===== config.mk =====
export PLATFORM = sky130hd
export DESIGN_NAME = outport_sched
export DESIGN_NICKNAME = d
export VERILOG_FILES = /design/src/rtl/outport_sched_pkg.sv /design/src/rtl/outport_sched_rr_pick.sv /design/src/rtl/outport_sched.sv
export SDC_FILE = /design/constraint.sdc
export NUM_CORES = 1
export LEC_CHECK = 0
export ABC_CLOCK_PERIOD_IN_PS = 5000
export BUFFER_PORTS_ARGS = -buffer_cell sky130_fd_sc_hd__buf_2
export CORE_MARGIN = 2
export CORE_UTILIZATION = 49
export DETAILED_ROUTE_END_ITERATION = 10
export PLACE_DENSITY = 0.75
export SLEW_MARGIN = 40
export SYNTH_ARGS = -nofsm -noshare
export SYNTH_HDL_FRONTEND = slang
export SYNTH_HIERARCHICAL = 1
export SYNTH_SLANG_ARGS = --single-unit

===== constraint.sdc =====
create_clock -name clk -period 5 [get_ports clk]
set_input_delay 0.5 -clock clk [delete_from_list [all_inputs] [get_ports clk]]
set_output_delay 0.5 -clock clk [all_outputs]
set_load 0.02 [all_outputs]

===== src/rtl/outport_sched_pkg.sv =====
// Shared constants, FSM encoding and helpers for the per-output scheduler.
package outport_sched_pkg;

  localparam int PORTW = 2;
  localparam int PORT = 4;
  localparam int PORT_P1 = 5;
  localparam int NPORT = PORT_P1;
  localparam int DSTW = 3;
  localparam int IDXW = 3;
  localparam int DEF_CREDITS = 4;

  typedef enum logic {
    IDLE = 1'b0,
    LOCKED = 1'b1
  } state_t;

  function automatic logic [IDXW-1:0] next_port(
    input logic [IDXW-1:0] i
  );
    return (i == IDXW'(PORT)) ? '0 : i + IDXW'(1);
  endfunction

endpackage


===== src/rtl/outport_sched_rr_pick.sv =====
// Combinational round-robin picker: first request at or after ptr,
// found by scanning a doubled request vector.
import outport_sched_pkg::*;

module rr_pick (
  input  logic [NPORT-1:0] req,
  input  logic [IDXW-1:0]  ptr,
  output logic [NPORT-1:0] gnt,
  output logic [IDXW-1:0]  idx
);

  logic [2*NPORT-1:0] dbl;
  logic [3:0] pos;
  logic found;

  always_comb begin
    dbl = {req, req};
    idx = '0;
    pos = '0;
    found = 1'b0;
    for (int k = 0; k < NPORT; k++) begin
      pos = {1'b0, ptr} + 4'(k);
      if (!found && dbl[pos]) begin
        found = 1'b1;
        idx = (pos >= 4'(NPORT)) ?
          IDXW'(pos - 4'(NPORT)) : pos[IDXW-1:0];
      end
    end
    gnt = found ? (NPORT'(1) << idx) : '0;
  end

endmodule


===== src/rtl/outport_sched.sv =====
// Per-output wormhole switch scheduler: round-robin head arbitration,
// packet lock until tail, downstream credit tracking.
import outport_sched_pkg::*;

module outport_sched #(
  parameter int PORTID = 0,
  parameter int NPORT = outport_sched_pkg::NPORT,
  parameter int CREDITS = DEF_CREDITS,
  parameter int CNTW = 3
) (
  input  logic                  clk,
  input  logic                  rst_,
  input  logic [NPORT-1:0]      req,
  input  logic [DSTW*NPORT-1:0] dst,
  input  logic [NPORT-1:0]      head,
  input  logic [NPORT-1:0]      tail,
  input  logic                  credit_in,
  output logic [NPORT-1:0]      grt,
  output logic [NPORT-1:0]      sel,
  output logic                  send,
  output logic [CNTW-1:0]       credits,
  output logic                  busy,
  output logic                  cred_err
);

  localparam logic [DSTW-1:0] PID = DSTW'(PORTID);
  localparam logic [CNTW-1:0] FULL = CNTW'(CREDITS);

  state_t state, nstate;
  logic [IDXW-1:0] ptr, owner, pick_idx;
  logic [NPORT-1:0] elig, cand, pick_gnt, owner_oh;
  logic xfer, has_cred, win_tail, own_tail, own_req;

  always_comb begin
    elig = '0;
    for (int i = 0; i < NPORT; i++)
      elig[i] = req[i] && (dst[DSTW*i +: DSTW] == PID);
  end

  // Only head flits may open a packet.
  assign cand = elig & head;

  rr_pick u_pick (
    .req(cand),
    .ptr(ptr),
    .gnt(pick_gnt),
    .idx(pick_idx)
  );

  assign owner_oh = NPORT'(1) << owner;
  assign has_cred = (credits != '0);
  assign win_tail = tail[pick_idx];
  assign own_tail = tail[owner];
  assign own_req = elig[owner];
  assign xfer = |grt;

  always_ff @(posedge clk or posedge rst_) begin
    if (rst_) state <= IDLE;
    else state <= nstate;
  end

  always_comb begin
    nstate = state;
    unique case (state)
      IDLE:
        if (xfer && !win_tail) nstate = LOCKED;
      LOCKED:
        if (xfer && own_tail) nstate = IDLE;
    endcase
  end

  always_comb begin
    grt = '0;
    if (!rst_ && has_cred) begin
      unique case (state)
        IDLE: grt = pick_gnt;
        LOCKED:
          if (own_req) grt = owner_oh;
      endcase
    end
  end

  always_ff @(posedge clk or posedge rst_) begin
    if (rst_) begin
      ptr <= '0;
      owner <= '0;
    end else if (xfer) begin
      unique case (state)
        IDLE:
          if (win_tail) ptr <= next_port(pick_idx);
          else owner <= pick_idx;
        LOCKED:
          if (own_tail) ptr <= next_port(owner);
      endcase
    end
  end

  always_ff @(posedge clk or posedge rst_) begin
    if (rst_) begin
      credits <= FULL;
      cred_err <= 1'b0;
    end else begin
      unique case ({xfer, credit_in})
        2'b10: credits <= credits - CNTW'(1);
        2'b01:
          if (credits != FULL) credits <= credits + CNTW'(1);
          else cred_err <= 1'b1;
        default: credits <= credits;
      endcase
    end
  end

  // Registered strobes line up with the flit datapath stage.
  always_ff @(posedge clk or posedge rst_) begin
    if (rst_) begin
      sel <= '0;
      send <= 1'b0;
      busy <= 1'b0;
    end else begin
      sel <= grt;
      send <= xfer;
      busy <= (nstate == LOCKED);
    end
  end

endmodule

Yosys cells after proc, flatten, opt, wreduce, memory -nomap -nowiden
Cells that the tools add are included.
{ "totals": {"register_bits": 17, "out_inout_bits": 16, "word_cells": 121} }
{ "classes": {"n_addsub": 13, "order_cmp": 12, "eq_ne": 8, "n_shift": 2, "n_mux": 45, "bitwise": 4, "n_reduce_logical": 30} }
{ "ops": {"columns": ["operator", "n"], "rows": [
  ["$mux 3", 15],
  ["$lt 4x5->1 const B", 4],
  ["$bmux 1 s4", 4],
  ["$ge 4x3->1 const B", 4],
  ["$logic_not 3->1", 5],
  ["$mux 1", 15],
  ["$mux 5", 3],
  ["$sub 3x3->3 const B", 5],
  ["$bmux 1 s3", 4],
  ["$logic_and 1x1->1", 12],
  ["$pmux 3 s2", 2],
  ["$pmux 5 s2", 1],
  ["$shl 1x3->5 const A", 2],
  ["$add 3x1->3 const B", 3],
  ["$add 3x2->4 const B", 2],
  ["$lt 3x4->1 const B", 2],
  ["$eq 3x3->1 const B", 2],
  ["$logic_not 1->1", 6],
  ["$reduce_and 3->1", 2],
  ["$and 5x5->5", 1],
  ["$lt 3x5->1 const B", 1],
  ["$reduce_or 5->1", 1],
  ["$add 3x1->4 const B", 1],
  ["$add 3x3->4 const B", 1],
  ["other kinds (12)", 16]
]} }

Logic depth before layout (Yosys ltp)
{ "logic_depth": {"word_depth": 26, "depth_mapped": 23} }

Hierarchy
The synthesis kept the hierarchy.
{ "by_module_without_submodules": {"columns": ["module", "n_inst", "cells_per_inst", "area_per_inst_um2", "seq_area_each_um2"], "rows": [
  ["outport_sched", 1, 133, 1244.9, 426.7],
  ["rr_pick", 1, 152, 1121.1, 0.0]
]} }

Least setup slack after synthesis
Ideal clock, no wire load.
{ "synth_path": {"path_kind": "reg-to-reg", "from": "register ptr[0]", "to": "register credits[2]", "setup_ns": 0.082, "arrival_time_ns": 4.793, "required_time_ns": 4.918, "path_slack_ns": 0.125, "stages_incl_launch_ff": 24, "period_less_slack_ns": 4.875, "path_cell_list": "dfrtp_1 -> buf_2 -> inv_1 -> ha_1 -> ha_1 -> clkbuf_4 -> nor3b_1 -> a31oi_1 -> a21oi_4 -> nor2_4 -> or3_1 -> o211a_1 -> o22a_4 -> nor3b_1 -> nor4_1 -> nor2_1 -> o21a_1 -> a211oi_2 -> buf_6 -> nand2_1 -> fa_1 -> nor3b_1 -> mux2_1 -> a22oi_1"} }
{ "synth_between": {"elab_chain_len": 23, "word_cells_on_any_way": 58, "classes_between": "9 x add/sub; 5 x order compare; 3 x eq/ne; 1 x shift; 29 x mux; 11 x reduce/logical"} }
{ "synth_rtl": {"columns": ["item", "line_no", "rtl"], "rows": [
  ["start: declaration", "outport_sched.sv:30", "logic [IDXW-1:0] ptr, owner, pick_idx;"],
  ["start signal: assignment", "outport_sched.sv:90", "if (win_tail) ptr <= next_port(pick_idx);"],
  ["start signal: assignment", "outport_sched.sv:93", "if (own_tail) ptr <= next_port(owner);"],
  ["branches (longest 14 deep; another with $add 3x1->4)", null, null],
  ["$mux 3 *", "outport_sched_rr_pick.sv:23", "if (!found && dbl[pos]) begin"],
  ["named net pick_idx[0]", "outport_sched.sv:30", null],
  ["$shl 1x3->5 *", "outport_sched_rr_pick.sv:29", "gnt = found ? (NPORT'(1) << idx) : '0;"],
  ["$mux 5 *", "outport_sched_rr_pick.sv:29", null],
  ["named net pick_gnt[1]", "outport_sched.sv:31", "logic [NPORT-1:0] elig, cand, pick_gnt, owner_oh;"],
  ["$pmux 5 s2 *", "outport_sched.sv:75", "unique case (state)"],
  ["$mux 5 *", "outport_sched.sv:74", "if (!rst_ && has_cred) begin"],
  ["$reduce_or 5->1 *", "outport_sched.sv:55", "assign xfer = |grt;"],
  ["$eq 2x1->1 / $eq 2x2->1 (equally long branches)", "outport_sched.sv:103", "unique case ({xfer, credit_in})"],
  ["$ne 2x2->1 (no source line) / $reduce_bool 2->1 (equally long branches)", null, null],
  ["$reduce_and 2->1 (no source line)", null, null],
  ["end signal: assignment", "outport_sched.sv:104", "2'b10: credits <= credits - CNTW'(1);"],
  ["end signal: assignment", "outport_sched.sv:106", "if (credits != FULL) credits <= credits + CNTW'(1);"],
  ["end signal: assignment", "outport_sched.sv:108", "default: credits <= credits;"],
  ["end: declaration", "outport_sched.sv:21", "output logic [CNTW-1:0] credits,"]
]} }
Mark *: on every way through the listed nets, which the timed path passes. The select of a mux whose other input is x is not followed.
A chain may end at the register's enable or synchronous reset.

Worst setup path in the final report
{ "layout_path": {"from": "input port dst[4]", "to": "register credits[2]"} }
{ "layout_between": {"elab_chain_len": 26, "word_cells_on_any_way": 45, "classes_between": "3 x eq/ne; 1 x shift; 27 x mux; 1 x bitwise; 13 x reduce/logical"} }
{ "layout_rtl": {"columns": ["item", "line_no", "rtl"], "rows": [
  ["start: declaration", "outport_sched.sv:14", "input logic [DSTW*NPORT-1:0] dst,"],
  ["$logic_not 3->1 *", "outport_sched.sv:37", "elig[i] = req[i] && (dst[DSTW*i +: DSTW] == PID);"],
  ["$logic_and 1x1->1 *", "outport_sched.sv:37", null],
  ["$and 5x5->5 *", "outport_sched.sv:41", "assign cand = elig & head;"],
  ["named net cand[1]", "outport_sched.sv:31", null],
  ["$bmux 1 s3", "outport_sched_rr_pick.sv:23", null],
  ["$mux 1 (implied by the code)", "outport_sched_rr_pick.sv:23", null],
  ["$mux 1", "outport_sched_rr_pick.sv:23", null],
  ["$logic_not 1->1", "outport_sched_rr_pick.sv:23", null],
  ["[... 12 more ...]", null, null],
  ["$mux 5 *", "outport_sched_rr_pick.sv:29", null],
  ["named net pick_gnt[0]", "outport_sched.sv:31", null],
  ["$pmux 5 s2 *", "outport_sched.sv:75", null],
  ["$mux 5 *", "outport_sched.sv:74", null],
  ["$reduce_or 5->1 *", "outport_sched.sv:55", null],
  ["$eq 2x1->1 / $eq 2x2->1 (equally long branches)", "outport_sched.sv:103", null],
  ["$ne 2x2->1 (no source line) / $reduce_bool 2->1 (equally long branches)", null, null],
  ["$reduce_and 2->1 (no source line)", null, null]
]} }
Mark *: on every way through the listed nets, which the timed path passes. The rest lies on a longest branch. The select of a mux whose other input is x is not followed.

==> report_table.html <==
<table>
<tr><th>Metric</th><th>Value</th></tr>
<tr><th colspan="2">Yosys</th></tr>
<tr><td>Sequential element share of the synthesized area</td><td>0.1803</td></tr>
<tr><td>Top cells by count, synth</td><td>29 x sky130_fd_sc_hd__nor2_1, 24 x sky130_fd_sc_hd__a21oi_1, 22 x sky130_fd_sc_hd__inv_1, 16 x sky130_fd_sc_hd__dfrtp_1, 16 x sky130_fd_sc_hd__nor3_1</td></tr>
<tr><td>Share of the synthesized area in the top cell type</td><td>0.1692</td></tr>
<tr><td>Commonest register cell after synthesis</td><td>sky130_fd_sc_hd__dfrtp_1</td></tr>
<tr><td>Unique masters post-synth</td><td>68</td></tr>
<tr><td>EDFF count, synth</td><td>0</td></tr>
<tr><td>Async set-reset flop share out of synthesis</td><td>1.000</td></tr>
<tr><td>Most frequently used cell type in the post-synthesis netlist</td><td>sky130_fd_sc_hd__nor2_1</td></tr>
<tr><td>Post-synthesis register bit count</td><td>17</td></tr>
<tr><td>Post-Syn Area per Cell</td><td>8.302 um^2</td></tr>
<tr><td>Synthesis warning total</td><td>6</td></tr>
<tr><td>Syn Inst Count</td><td>285</td></tr>
<tr><td>Synthesized Nets</td><td>335</td></tr>
<tr><td>Netlist area before placement</td><td>2366 um^2</td></tr>
<tr><td>Largest cells by area after synthesis</td><td>sky130_fd_sc_hd__dfrtp_1 17%, sky130_fd_sc_hd__ha_1 7.9%, sky130_fd_sc_hd__mux2i_1 6.3%, sky130_fd_sc_hd__a21oi_1 5.1%, sky130_fd_sc_hd__nor2_1 4.6%</td></tr>
<tr><td>Cell taking the most area after synthesis</td><td>sky130_fd_sc_hd__dfrtp_1</td></tr>
<tr><th colspan="2">Routing</th></tr>
<tr><td>Detailed-routed wire length on met2</td><td>2958 um</td></tr>
<tr><td>Overall via count from detail_route</td><td>2360</td></tr>
<tr><td>Initial drt markers</td><td>120</td></tr>
<tr><td>Met3 Wirelength</td><td>231 um</td></tr>
<tr><td>Per-cell via count in the routed design</td><td>6.020</td></tr>
<tr><td>Routed wire per std cell</td><td>15.13 um</td></tr>
<tr><td>Top routing layer in use</td><td>met4</td></tr>
<tr><td>Detail Route Antenna Nets</td><td>0</td></tr>
<tr><td>1st-pass router iterations</td><td>4</td></tr>
<tr><td>Sum of routed wire length over all layers</td><td>5929 um</td></tr>
<tr><td>DRT met1 WL</td><td>2638 um</td></tr>
<tr><td>DRC violations left</td><td>0</td></tr>
<tr><th colspan="2">STA</th></tr>
<tr><td>Setup violation total in the final timing report</td><td>0</td></tr>
<tr><td>Least-Margin Pin Slew</td><td>0.6398 ns</td></tr>
<tr><td>Maximum frequency from static timing analysis</td><td>212.1 MHz</td></tr>
<tr><td>Setup Skew</td><td>0.003849 ns</td></tr>
<tr><td>Normalized max-slew margin</td><td>0.5730</td></tr>
<tr><td>Clock period minus final worst setup slack</td><td>4.714 ns</td></tr>
<tr><td>Hold violation count in the final report</td><td>0</td></tr>
<tr><td>Slew Limit Fails</td><td>0</td></tr>
<tr><td>Period Utilization, post-route</td><td>0.9428</td></tr>
<tr><td>Final total negative setup slack</td><td>0 ns</td></tr>
<tr><td>Setup repair after global routing missed its margin</td><td>no</td></tr>
<tr><th colspan="2">Worst setup path</th></tr>
<tr><td>Worst-path fanout max</td><td>6</td></tr>
<tr><td>CP Class</td><td>primary input to register</td></tr>
<tr><td>CP Buf/Inv Count</td><td>1</td></tr>
<tr><td>Sequence of cells on the critical path</td><td>buf_2 &gt; or4b_1 &gt; nor2_1 &gt; mux4_1 &gt; a21oi_1 &gt; mux2_2 &gt; or4b_1 &gt; o211ai_1 &gt; a21o_1 &gt; nor3_1 &gt; nor4_1 &gt; nor2_1 &gt; o21a_1 &gt; a211oi_2 &gt; nand2_1 &gt; fa_1 &gt; nor3b_1 &gt; mux2_1 &gt; a22oi_1</td></tr>
<tr><td>Delay contributed by the slowest stage of the critical path</td><td>0.55 ns</td></tr>
<tr><td>Worst Path Arrival</td><td>4.89 ns</td></tr>
<tr><td>FF-to-FF Start</td><td>ptr[1]</td></tr>
<tr><td>Critical path data required time</td><td>5.17 ns</td></tr>
<tr><td>Slowest cell on the critical path</td><td>sky130_fd_sc_hd__or4b_1</td></tr>
<tr><td>Critical Path Source Type</td><td>primary input</td></tr>
<tr><td>Kind of cell adding the most delay to the critical path</td><td>simple AND/OR/NAND/NOR gates</td></tr>
<tr><td>Crit path capture type</td><td>register</td></tr>
<tr><td>CP Launch Point</td><td>dst[4]</td></tr>
<tr><th colspan="2">Clock network</th></tr>
<tr><td>H-tree lvl count</td><td>1</td></tr>
<tr><td>Clk Latency, worst-skew pair</td><td>0.25 ns</td></tr>
<tr><td># clock sinks</td><td>17</td></tr>
<tr><td>TritonCTS clock tree</td><td>built</td></tr>
<tr><td>Clock slew at the register clock pins of the worst setup and hold paths</td><td>0.07 ns</td></tr>
<tr><td>Total clock buffers created by CTS</td><td>3</td></tr>
<tr><td>Maximum buffer depth of the clock tree</td><td>2</td></tr>
<tr><td>Number of hold buffers added after CTS</td><td>0</td></tr>
<tr><td>Clock Root Buffer</td><td>sky130_fd_sc_hd__clkbuf_8</td></tr>
<tr><th colspan="2">Finish</th></tr>
<tr><td>Post-layout util</td><td>0.5877</td></tr>
<tr><td>Diodes inserted</td><td>0</td></tr>
<tr><td>Fraction of layout cells with a size suffix above 1</td><td>0.2811</td></tr>
<tr><td>Total of fill cells in the finished design</td><td>425</td></tr>
<tr><td>Relative area change from synthesis to final layout</td><td>16.55%</td></tr>
<tr><td>Number of nets in the finished design</td><td>389</td></tr>
<tr><th colspan="2">Global route</th></tr>
<tr><td>Antenna violations before repair</td><td>0</td></tr>
<tr><td>Grt total ovfl</td><td>0</td></tr>
<tr><td>First-pass GRT wire length</td><td>9770 um</td></tr>
<tr><td>Largest net degree at the start of global routing</td><td>35</td></tr>
<tr><td>Via count of the first global-routing pass</td><td>2156</td></tr>
<tr><td>Global-route total usage across every layer</td><td>0.2246</td></tr>
<tr><th colspan="2">Die</th></tr>
<tr><td>Die width</td><td>73.49 um</td></tr>
<tr><td>FP Rows</td><td>25</td></tr>
<tr><td>Number of I/O pins</td><td>49</td></tr>
<tr><td>Die footprint</td><td>5401 um^2</td></tr>
<tr><td>Initial Util</td><td>0.5043</td></tr>
<tr><td>Height of the die</td><td>73.49 um</td></tr>
<tr><td>Core area</td><td>4692 um^2</td></tr>
<tr><th colspan="2">Place</th></tr>
<tr><td>Final GP Congestion</td><td>0.9267</td></tr>
<tr><td>Buffers added on ports</td><td>48</td></tr>
<tr><td>Half-perimeter wire length of the detailed placement result</td><td>4650 um</td></tr>
<tr><th colspan="2">Run status</th></tr>
<tr><td>Status</td><td>complete, no violations</td></tr>
<tr><th colspan="2">Pwr</th></tr>
<tr><td>Power density cells</td><td>689.4 nW/um^2</td></tr>
<tr><td>Peak VDD IR</td><td>0.4517 mV</td></tr>
<tr><td>Leakage power</td><td>1.275 nW</td></tr>
<tr><th colspan="2">Min path</th></tr>
<tr><td>Type of the tightest min-delay check</td><td>primary input to asynchronous set/reset pin</td></tr>
<tr><th colspan="2">Job</th></tr>
<tr><td>Max-cap violations</td><td>0</td></tr>
</table>
-- placed cells by master, fill, tap and decap left out, types with 3 or more instances in the layout --
cell and instances:
sky130_fd_sc_hd__a22o_1 3, sky130_fd_sc_hd__nor4_2 3, sky130_fd_sc_hd__nand3_1 9, sky130_fd_sc_hd__buf_4 15, sky130_fd_sc_hd__nand2b_1 6, sky130_fd_sc_hd__nor3b_1 3, sky130_fd_sc_hd__nand3b_1 3, sky130_fd_sc_hd__or4b_1 5
sky130_fd_sc_hd__ha_1 15, sky130_fd_sc_hd__a31oi_1 5, sky130_fd_sc_hd__nor2_1 28, sky130_fd_sc_hd__dfrtp_1 16, sky130_fd_sc_hd__nand2_1 14, sky130_fd_sc_hd__o21ai_0 9, sky130_fd_sc_hd__mux2_2 5, sky130_fd_sc_hd__buf_2 48
sky130_fd_sc_hd__clkbuf_8 3, sky130_fd_sc_hd__a21oi_1 24, sky130_fd_sc_hd__a211oi_1 5, sky130_fd_sc_hd__mux2i_1 15, sky130_fd_sc_hd__xnor2_1 5, sky130_fd_sc_hd__inv_1 22, sky130_fd_sc_hd__nor3_1 16, sky130_fd_sc_hd__o22ai_1 3
-- sequential cells by signal, summed over array words and instances, names as in the netlist --
register and count:
sel 5, credits 3, owner 3, ptr 3
busy 1, cred_err 1, send 1
-- worst register-to-register path, stage by stage, from the launching register on --
cell	delay, ns
sky130_fd_sc_hd__dfrtp_1	0.34
sky130_fd_sc_hd__inv_1	0.06
sky130_fd_sc_hd__ha_1	0.38
sky130_fd_sc_hd__mux4_1	0.61
sky130_fd_sc_hd__a21oi_1	0.16
sky130_fd_sc_hd__mux2_2	0.23
sky130_fd_sc_hd__nand3_2	0.17
sky130_fd_sc_hd__o31a_1	0.37
sky130_fd_sc_hd__a21oi_4	0.29
sky130_fd_sc_hd__nor3_1	0.13
sky130_fd_sc_hd__nor4_1	0.28
sky130_fd_sc_hd__nor2_1	0.07
sky130_fd_sc_hd__o21a_1	0.21
sky130_fd_sc_hd__a211oi_2	0.21
sky130_fd_sc_hd__nand2_1	0.10
sky130_fd_sc_hd__fa_1	0.40
sky130_fd_sc_hd__nor3b_1	0.15
sky130_fd_sc_hd__mux2_1	0.28
sky130_fd_sc_hd__a22oi_1	0.18
-- area by class of cell --
| cell class | count | area, um^2 | share of cell area |
|---|---|---|---|
| clock buffer | 4 | 45.04 | 0.01633 |
| inverter | 23 | 86.33 | 0.03131 |
| timing repair buffer | 63 | 352.8 | 0.1279 |
| sequential | 17 | 426.7 | 0.1547 |
| multi-input combinational | 231 | 1779 | 0.6452 |
| tap | 54 | 67.56 | 0.02450 |
-- final timing paths --
kind	endpoint	slack (ns)	depth (start not counted)
max in group asynchronous	credits[0]	4.22	2
min reg2reg	cred_err	0.47	1
min	send	0.37	2
max reg2reg	credits[2]	0.29	18
max	credits[2]	0.29	19
min in group clk	cred_err	0.47	1
-- through the flow --
stage               cell area, um^2  worst slack [ns]  std cells  total power [mW]  hold WS (ns)
finish                         2758            0.2859        392             1.901        0.3659
CTS                            2743            0.2392        392             1.884        0.3858
detailed placement             2698           0.03571        388             1.777        0.4534
floorplan                      2366            0.1249        285             1.452        0.4253
global route                   2758           0.02375        392             2.065        0.4535
global placement               2698            0.1326        388             1.737        0.4490
-- power breakdown --
part | switching (mW) | leakage [nW] | internal, mW
Combinational | 0.880 | 1.04 | 0.624
Sequential | 0.0975 | 0.212 | 0.197
Clock | 0.0455 | 0.0228 | 0.0565
Total | 1.02 | 1.27 | 0.878
-- layer usage --
layer / vias up / track usage
met2: 65 / 0.3889
met4: 0 / 0.06869
met1: 1126 / 0.2920
li1: 1158 / -
met5: - / 0
met3: 11 / 0.02606
-- cells by family (layout without fill, tap and decap cells) --
kind of cell,count (synthesis),after routing,share of synthesized area
simple gates,109,109,0.2665
compound gates,75,75,0.2311
buf+inv,37,90,0.07404
mux,25,25,0.1333
fa+ha+maj,17,17,0.09625
flops,17,17,0.1803
xor+xnor,5,5,0.01851
-- what timing repair did --
item	4_1_cts	5_1_grt
setup buffers	0	0
setup endpoints to repair	0	1
gates resized for setup	0	3
(Power assumes the default switching activity.)
